===== src/rtl/muldiv_pkg.sv =====
// Shared types for the HI/LO multiply/divide unit.
// Operation codes, controller states and the iteration count.
package muldiv_pkg;

  typedef logic [31:0] word_t;

  typedef enum logic [2:0] {
    MD_MULT,
    MD_MULTU,
    MD_DIV,
    MD_DIVU,
    MD_MTHI,
    MD_MTLO
  } muldiv_op_t;

  typedef enum logic [1:0] {
    IDLE,
    BUSY,
    DONE
  } md_state_t;

  localparam int MD_ITERS = 32;

endpackage


===== src/rtl/muldiv_ctrl_div_step.sv =====
// One restoring division iteration.
// Shifts the next dividend bit in from the quotient register's MSB.
module div_step
  import muldiv_pkg::*;
(
  input  logic [32:0] rem_i,
  input  word_t       quo_i,
  input  word_t       dvs_i,
  output logic [32:0] rem_o,
  output word_t       quo_o
);

  logic [33:0] sh;
  logic        ge;

  always_comb begin
    sh = {rem_i, quo_i[31]};
    ge = sh >= {2'b00, dvs_i};
    rem_o = 33'(ge ? sh - {2'b00, dvs_i} : sh);
    quo_o = {quo_i[30:0], ge};
  end

endmodule


===== src/rtl/muldiv_ctrl.sv =====
// HI/LO controller: iterative divider, optional iterative multiplier.
// Define MULDIV_MULT_ITER_EN to run MULT/MULTU through the 32-cycle path.
module muldiv_ctrl
  import muldiv_pkg::*;
(
  input  logic       clk,
  input  logic       resetn,
  input  logic       start,
  input  muldiv_op_t op,
  input  word_t      a,
  input  word_t      b,
  input  logic       flush,
  output logic       stall_req,
  output word_t      hi,
  output word_t      lo
);

  md_state_t   state_q, state_d;
  logic [4:0]  cnt_q, cnt_d;
  logic [32:0] rem_q, rem_d, drem;
  word_t       quo_q, quo_d, dquo;
  word_t       dvs_q, dvs_d;
  logic        mul_q, mul_d;
  logic        negq_q, negq_d;
  logic        negr_q, negr_d;
  word_t       hi_q, hi_d, lo_q, lo_d;

  logic        is_sgn, is_div, is_mul, multi, last;
  word_t       abs_a, abs_b;
  logic [32:0] msum, srem;
  word_t       squo, res_hi, res_lo;
  logic [63:0] prod;
`ifndef MULDIV_MULT_ITER_EN
  logic [63:0] xa, xb, cprod;
`endif

  div_step u_step (
    .rem_i (rem_q),
    .quo_i (quo_q),
    .dvs_i (dvs_q),
    .rem_o (drem),
    .quo_o (dquo)
  );

  always_comb begin
    is_sgn = (op == MD_MULT) | (op == MD_DIV);
    is_div = (op == MD_DIV) | (op == MD_DIVU);
    is_mul = (op == MD_MULT) | (op == MD_MULTU);
`ifdef MULDIV_MULT_ITER_EN
    multi = is_div | is_mul;
`else
    multi = is_div;
`endif
    abs_a = (is_sgn & a[31]) ? -a : a;
    abs_b = (is_sgn & b[31]) ? -b : b;
    last  = (state_q == BUSY) && (cnt_q == 5'(MD_ITERS - 1));
  end

`ifndef MULDIV_MULT_ITER_EN
  // Sign-extend first so one unsigned 64-bit multiply serves both ops.
  always_comb begin
    xa = is_sgn ? {{32{a[31]}}, a} : {32'd0, a};
    xb = is_sgn ? {{32{b[31]}}, b} : {32'd0, b};
    cprod = xa * xb;
  end
`endif

  // Shift-add: rem_q holds product high half, quo_q the multiplier.
  always_comb begin
    msum = {1'b0, rem_q[31:0]} + (quo_q[0] ? {1'b0, dvs_q} : 33'd0);
    srem = mul_q ? {1'b0, msum[32:1]} : drem;
    squo = mul_q ? {msum[0], quo_q[31:1]} : dquo;
    prod = {srem[31:0], squo};
    if (negq_q) prod = -prod;
    if (mul_q) begin
      res_hi = prod[63:32];
      res_lo = prod[31:0];
    end else begin
      res_hi = negr_q ? -srem[31:0] : srem[31:0];
      res_lo = negq_q ? -squo : squo;
    end
  end

  always_comb begin
    state_d = state_q;
    cnt_d   = cnt_q;
    rem_d   = rem_q;
    quo_d   = quo_q;
    dvs_d   = dvs_q;
    mul_d   = mul_q;
    negq_d  = negq_q;
    negr_d  = negr_q;
    hi_d    = hi_q;
    lo_d    = lo_q;
    unique case (1'b1)
      state_q == IDLE: begin
        if (start) begin
          if (multi) begin
            state_d = BUSY;
            cnt_d   = '0;
            rem_d   = '0;
            quo_d   = abs_a;
            dvs_d   = abs_b;
            mul_d   = is_mul;
            negq_d  = is_sgn & (a[31] ^ b[31]);
            negr_d  = is_sgn & a[31];
          end else if (op == MD_MTHI) begin
            hi_d = a;
          end else if (op == MD_MTLO) begin
            lo_d = a;
`ifndef MULDIV_MULT_ITER_EN
          end else if (is_mul) begin
            hi_d = cprod[63:32];
            lo_d = cprod[31:0];
`endif
          end
        end
      end
      state_q == BUSY: begin
        rem_d = srem;
        quo_d = squo;
        cnt_d = cnt_q + 5'd1;
        if (last) begin
          state_d = DONE;
          hi_d    = res_hi;
          lo_d    = res_lo;
        end
      end
      default: state_d = IDLE;
    endcase
    if (flush) begin
      state_d = IDLE;
      cnt_d   = '0;
      hi_d    = hi_q;
      lo_d    = lo_q;
    end
  end

  always_ff @(posedge clk) begin
    if (!resetn) begin
      state_q <= IDLE;
      cnt_q   <= '0;
      rem_q   <= '0;
      quo_q   <= '0;
      dvs_q   <= '0;
      mul_q   <= 1'b0;
      negq_q  <= 1'b0;
      negr_q  <= 1'b0;
      hi_q    <= '0;
      lo_q    <= '0;
    end else begin
      state_q <= state_d;
      cnt_q   <= cnt_d;
      rem_q   <= rem_d;
      quo_q   <= quo_d;
      dvs_q   <= dvs_d;
      mul_q   <= mul_d;
      negq_q  <= negq_d;
      negr_q  <= negr_d;
      hi_q    <= hi_d;
      lo_q    <= lo_d;
    end
  end

  assign stall_req = ~flush &
    (((state_q == IDLE) & start & multi) | (state_q == BUSY));
  assign hi = hi_q;
  assign lo = lo_q;

endmodule


===== config.mk =====
export PLATFORM = sky130hd
export DESIGN_NAME = muldiv_ctrl
export DESIGN_NICKNAME = d
export VERILOG_FILES = /design/src/rtl/muldiv_pkg.sv /design/src/rtl/muldiv_ctrl_div_step.sv /design/src/rtl/muldiv_ctrl.sv
export SDC_FILE = /design/constraint.sdc
export NUM_CORES = 2
export LEC_CHECK = 0
export BUFFER_PORTS_ARGS = -buffer_cell sky130_fd_sc_hd__clkbuf_2
export CORE_AREA = 5 5 336 338
export CTS_BUF_LIST = sky130_fd_sc_hd__clkbuf_2 sky130_fd_sc_hd__clkbuf_4 sky130_fd_sc_hd__clkbuf_8
export DETAILED_ROUTE_END_ITERATION = 8
export DIE_AREA = 0 0 341 343
export PLACE_DENSITY = 0.75
export SLEW_MARGIN = 15
export SYNTH_ARGS = -nofsm -noshare
export SYNTH_HDL_FRONTEND = slang
export SYNTH_SLANG_ARGS = --single-unit

===== constraint.sdc =====
create_clock -name clk -period 21.1 [get_ports clk]
set_input_delay 4.22 -clock clk [delete_from_list [all_inputs] [get_ports clk]]
set_output_delay 4.22 -clock clk [all_outputs]
set_load 0.005 [all_outputs]

# Word-level counts from Yosys, hierarchy flattened
# Index checks and enable logic that the tools add are counted.
[op_classes]
addsub = 8
n_mul = 1
magnitude_cmp = 1
eq_ne = 15
n_mux = 40
n_bitwise = 13
n_reduce_logical = 10
[ops]
columns = ["cell", "n"]
rows = [
  ["$mux 32", 22],
  ["$mux 64", 3],
  ["$pmux 32 s2", 3],
  ["$mux 33", 4],
  ["$neg 32->32", 4],
  ["$pmux 33 s2", 1],
  ["$mul 64x64->64", 1],
  ["$neg 64->64", 1],
  ["$ge 34x32->1", 1],
  ["$add 32x32->33", 1],
  ["$sub 33x32->33", 1],
  ["$reduce_and 7->1", 2],
  ["$mux 5", 2],
  ["$ne 2x2->1 const B", 5],
  ["$pmux 5 s2", 1],
  ["$ne 3x3->1 const B", 3],
  ["$reduce_and 3->1", 3],
  ["$and 1x1->1", 6],
  ["$eq 3x2->1 const B", 2],
  ["$eq 3x3->1 const B", 2],
  ["$mux 2", 3],
  ["$add 5x1->5 const B", 1],
  ["$eq 5x5->1 const B", 1],
  ["$or 1x1->1", 4],
  ["other kinds (10)", 11],
]
[word_totals]
ff_bits = 171
in_bits = 71
output_inout_bits = 65
wordCells = 98

# Logic depth before layout (Yosys ltp)
[logic_depth]
ltp_word = 10
ltp_mapped = 41

# Modules after synthesis
# A second synthesis with hierarchy kept.
[unflattened]
cells_unflattened = 7531
area_unflattened_um2 = 63911.3
[modules_own_cells]
columns = ["module", "n_inst", "cells_each", "area_each_um2", "seq_area_each_um2"]
rows = [
  ["muldiv_ctrl", 1, 7153, 61480.2, 3423.3],
  ["div_step", 1, 378, 2431.1, 0.0],
]

# Worst setup path before layout
# Ideal clock, no wire load.
[synth_timing]
path_type = "input to register"
startpoint = "input port op[2]"
endpoint = "register hi_q[29] (netlist: hi[29])"
setup_time_ns = 0.116
arrival_time_ns = 13.726
setup_slack_ns = 7.258
path_stages = 34
path_buffers = 4
cell_sequence = "clkbuf_1 -> nor2_1 -> and2_1 -> clkbuf_1 -> buf_1 -> nand2_1 -> fa_1 -> inv_1 -> fa_1 -> fa_1 -> inv_1 -> fa_1 -> inv_1 -> fa_1 -> fa_1 -> fa_1 -> fa_1 -> fa_1 -> inv_1 -> fa_1 -> inv_1 -> ha_1 -> clkbuf_1 -> a21o_1 -> a21oi_1 -> o21ai_0 -> a2111oi_0 -> a21oi_1 -> a21o_1 -> a311o_1 -> a21oi_1 -> xor2_1 -> o2111ai_1 -> o211a_1"
[synth_between]
elab_chain_len = 10
elab_cells_between_ends = 22
cone_classes = "mul (1); eq/ne (8); mux (8); bitwise (3); reduce/logical (2)"
[synth_lines]
columns = ["element", "line", "rtl"]
rows = [
  ["start, declared", "muldiv_ctrl.sv:9", "input muldiv_op_t op,"],
  ["$eq 3x2->1 / $logic_not 3->1 (equally long branches)", "muldiv_ctrl.sv:46, muldiv_ctrl.sv:47, muldiv_ctrl.sv:48", ""],
  ["$or 1x1->1", "muldiv_ctrl.sv:46", "is_sgn = (op == MD_MULT) | (op == MD_DIV);"],
  ["$mux 64, on equally long branches", "muldiv_ctrl.sv:62, muldiv_ctrl.sv:63", ""],
  ["$mul 64x64->64", "muldiv_ctrl.sv:64", "cprod = xa * xb;"],
  ["$mux 32", "muldiv_ctrl.sv:112", "end else if (is_mul) begin"],
  ["$mux 32", "muldiv_ctrl.sv:109", "end else if (op == MD_MTLO) begin"],
  ["$mux 32", "muldiv_ctrl.sv:107", "end else if (op == MD_MTHI) begin"],
  ["$mux 32", "muldiv_ctrl.sv:98", "if (multi) begin"],
  ["$mux 32", "muldiv_ctrl.sv:97", "if (start) begin"],
  ["$pmux 32 s2", "muldiv_ctrl.sv:95", "unique case (1'b1)"],
  ["end signal, assigned", "muldiv_ctrl.sv:160", "hi_q <= hi_d;"],
  ["end, declared", "muldiv_ctrl.sv:26", "word_t hi_q, hi_d, lo_q, lo_d;"],
]
# Parallel ways exist; a longest one is shown, timed or not. The select of a mux whose other input is x is not followed.
# A chain may end at the register's enable or synchronous reset.

# Worst setup path in the final report
# Ends and elaborated chain as after synthesis.

==> results.yml <==
grt:
  grt_max_degree: 87
  grt_pass1_wl_mm: 315.7
  grt_pass1_vias: 53940
  track_usage_pct: 35.07
  antenna_found_initial: 13
  grt_overflow: 0
timing:
  relSlewSlack_pct: 21.30
  rsz0062_at_grt: "false"
  fmax_ghz: 0.06840
  finalHoldViolCount: 0
  tns_ns: 0
  finalMaxSlewViolations: 0
  period_minus_slack_ns: 14.62
  fin_crit_sh_pct: 69.29
  setup_viol: 0
  tightest_slew_ns: 1.181
  fin_skew_ns: 0.02872
synthesis:
  synth_compound_area_share_pct: 11.09
  ys_top_cells_by_area: "fa_1 (44%), inv_1 (9.4%), ha_1 (7.4%)"
  synth-simple-area-share_pct: 15.32
  ys_async_sr_fraction_pct: 0
  yosysUniqueCellTypes: 120
  yosys.area.top_type: "fa_1"
  synth_top_area_share_pct: 44.46
  synth_top_family_by_area: "adder cells"
  syn_area_um2: 63990
  synth_mux_area_share_pct: 0.7098
  synth_adder_area_share_pct: 51.90
  yosys_warnings: 0
  synthFlopType: "dfxtp_1"
  synth_cells: 7359
  synth-seq-cells: 171
  avgSynthCellArea_um2: 8.695
  synth_edf_count: 0
  ys_seq_area_share_pct: 5.350
  synth_nets: 9230
  synth_xor_area_share_pct: 3.573
die:
  initial_core_util_pct: 58.30
  io_pins: 136
  rows: 122
  die_area_um2: 117000
  die_w_um: 341
  die_h_um: 343
  core_um2: 109800
setup_path:
  r2r_cells: 24
  critPathMaxStageDelay_ns: 0.90
  start_kind: "primary input"
  path_max_fanout: 26
  critPathMostFrequentCell: "fa_1"
  cp.depth: 33
  critical_path_class: "primary input to register"
  worst-path-buf-inv: 8
  endpoint_kind: "register"
  crit_family: "adder cells"
  crit_slowest_cell: "fa_1"
  required_ns: 21.50
  crit_arrival_ns: 15.02
clock_tree:
  cts_sinks: 171
  cts_tree: "built"
  cts_made_buffers: 17
  hold_buffers: 0
  worstSkewPairLatency_ns: 0.52
  ctsLongestPathBuffers: 2
  root_buffer: "clkbuf_8"
  htreeDepth: 4
  path_clk_slew_ns: 0.10
  cts_setup_buffers: 0
  post_cts_resized: 0
drt:
  wl_per_cell_um: 23.46
  drtPass1Iterations: 8
  first_iter_violations: 5133
  vias: 51580
  vias_per_cell: 5.979
  antenna_left: 0
  drt-total-wl_mm: 202.4
  drc_errors: 0
job:
  maxCapViolations: 0
final_layout:
  area_delta_synth_final_pct: 3.072
  nets: 9051
  drive_gt1_share_pct: 5.033
  layout_commonest_cell: "inv_1"
  postLayoutCoreUtil_pct: 60.09
  final_cell_mix: "inv_1 (1598), fa_1 (1421), nand2_1 (958), and2_1 (427), ha_1 (379)"
worst_hold_path:
  hold_depth: 2
  min_path_type: "register to register"
placed_design:
  port_buffers: 135
  hpwl_mm: 161.1
  routabilityCongestion: 0.9918
run_status:
  outcome: "finished clean"
## worst paths after layout
path              endpoint  slack (ns)  startpoint
setup / recovery    hi[29]        6.48       op[2]
hold / removal       lo[2]        0.48       lo[2]
setup reg to reg     hi[4]       14.13   quo_q[31]
hold reg to reg      lo[2]        0.48       lo[2]
## tightest hold or removal path: cells and delay by family, from the launching register on
kind / cells / cell delay (ns)
simple gates: 1 / 0.05
compound gates: 1 / 0.06
flops: 1 / 0.33
## area by class of cell
type / instances / area, um^2
timing repair buffer: 233 / 1414
sequential: 171 / 3427
inverter: 1599 / 6002
fill: 9657 / 43800
antenna: 9 / 22.52
clock inverter: 14 / 172.7
clock buffer: 17 / 234.0
multi-input combinational: 5158 / 52890
tap: 1426 / 1784
## state kept, by name, indices dropped and copies added, names as in the netlist, 2 cells and up
name and count:
hi 32, quo_q 32, rem_q 33, state_q 2, cnt_q 5, dvs_q 32
lo 32
## logic make-up after synthesis
group,Yosys count
adders and majority gates,1802
AOI/OAI and AO/OA,1013
xor gates and xnor gates,261
and+or+nand+nor,2037
buffers and inverters,2030
muxes,45
DFF,171
## per-stage QoR
step	cells	hold WS, ns	area (um^2)	setup slack (ns)
CTS	8618	0.4835	65930	6.649
detailed placement	8587	0.4707	65520	6.089
global placement	8587	0.4541	65520	6.218
floorplan	7359	0.4487	63990	7.258
global route	8619	0.5152	65930	6.005
finish	8627	0.4837	65950	6.480
## per-layer routing
| metal | up-vias | track usage (%) | wire, um |
|---|---|---|---|
| li1 | 22210 | - | - |
| met1 | 25970 | 46.75 | 78740 |
| met2 | 2927 | 55.63 | 90050 |
| met3 | 471 | 9.607 | 24440 |
| met4 | 6 | 12.43 | 9167 |
| met5 | - | 0 | 35 |
## cells in the mapped netlist (9+ instances only)
library cell / n
o21a_1: 55
and3_1: 40
a31o_2: 10
mux2i_1: 42
nor2b_1: 26
a21o_1: 80
nand4_1: 21
buf_1: 74
nor4_1: 22
a41oi_1: 9
a311oi_1: 9
nor3b_1: 13
nand3_1: 93
o22ai_1: 9
xnor2_1: 150
ha_1: 379
buf_2: 22
o31ai_1: 29
o2111ai_1: 12
and2_1: 429
nand2_1: 958
or3_1: 35
nor3_1: 74
a21oi_1: 221
clkbuf_1: 324
or2_2: 12
a211oi_1: 76
o21ai_0: 182
o21bai_1: 17
dfxtp_1: 171
nand2b_1: 13
o211a_1: 43
o211ai_1: 52
xor2_1: 111
fa_1: 1421
a221oi_1: 9
a21boi_0: 34
a31oi_1: 33
nor2_1: 242
inv_1: 1599
Power is not shown: default switching activity piles up to over one toggle a cycle in this logic, so the estimate is an artifact.
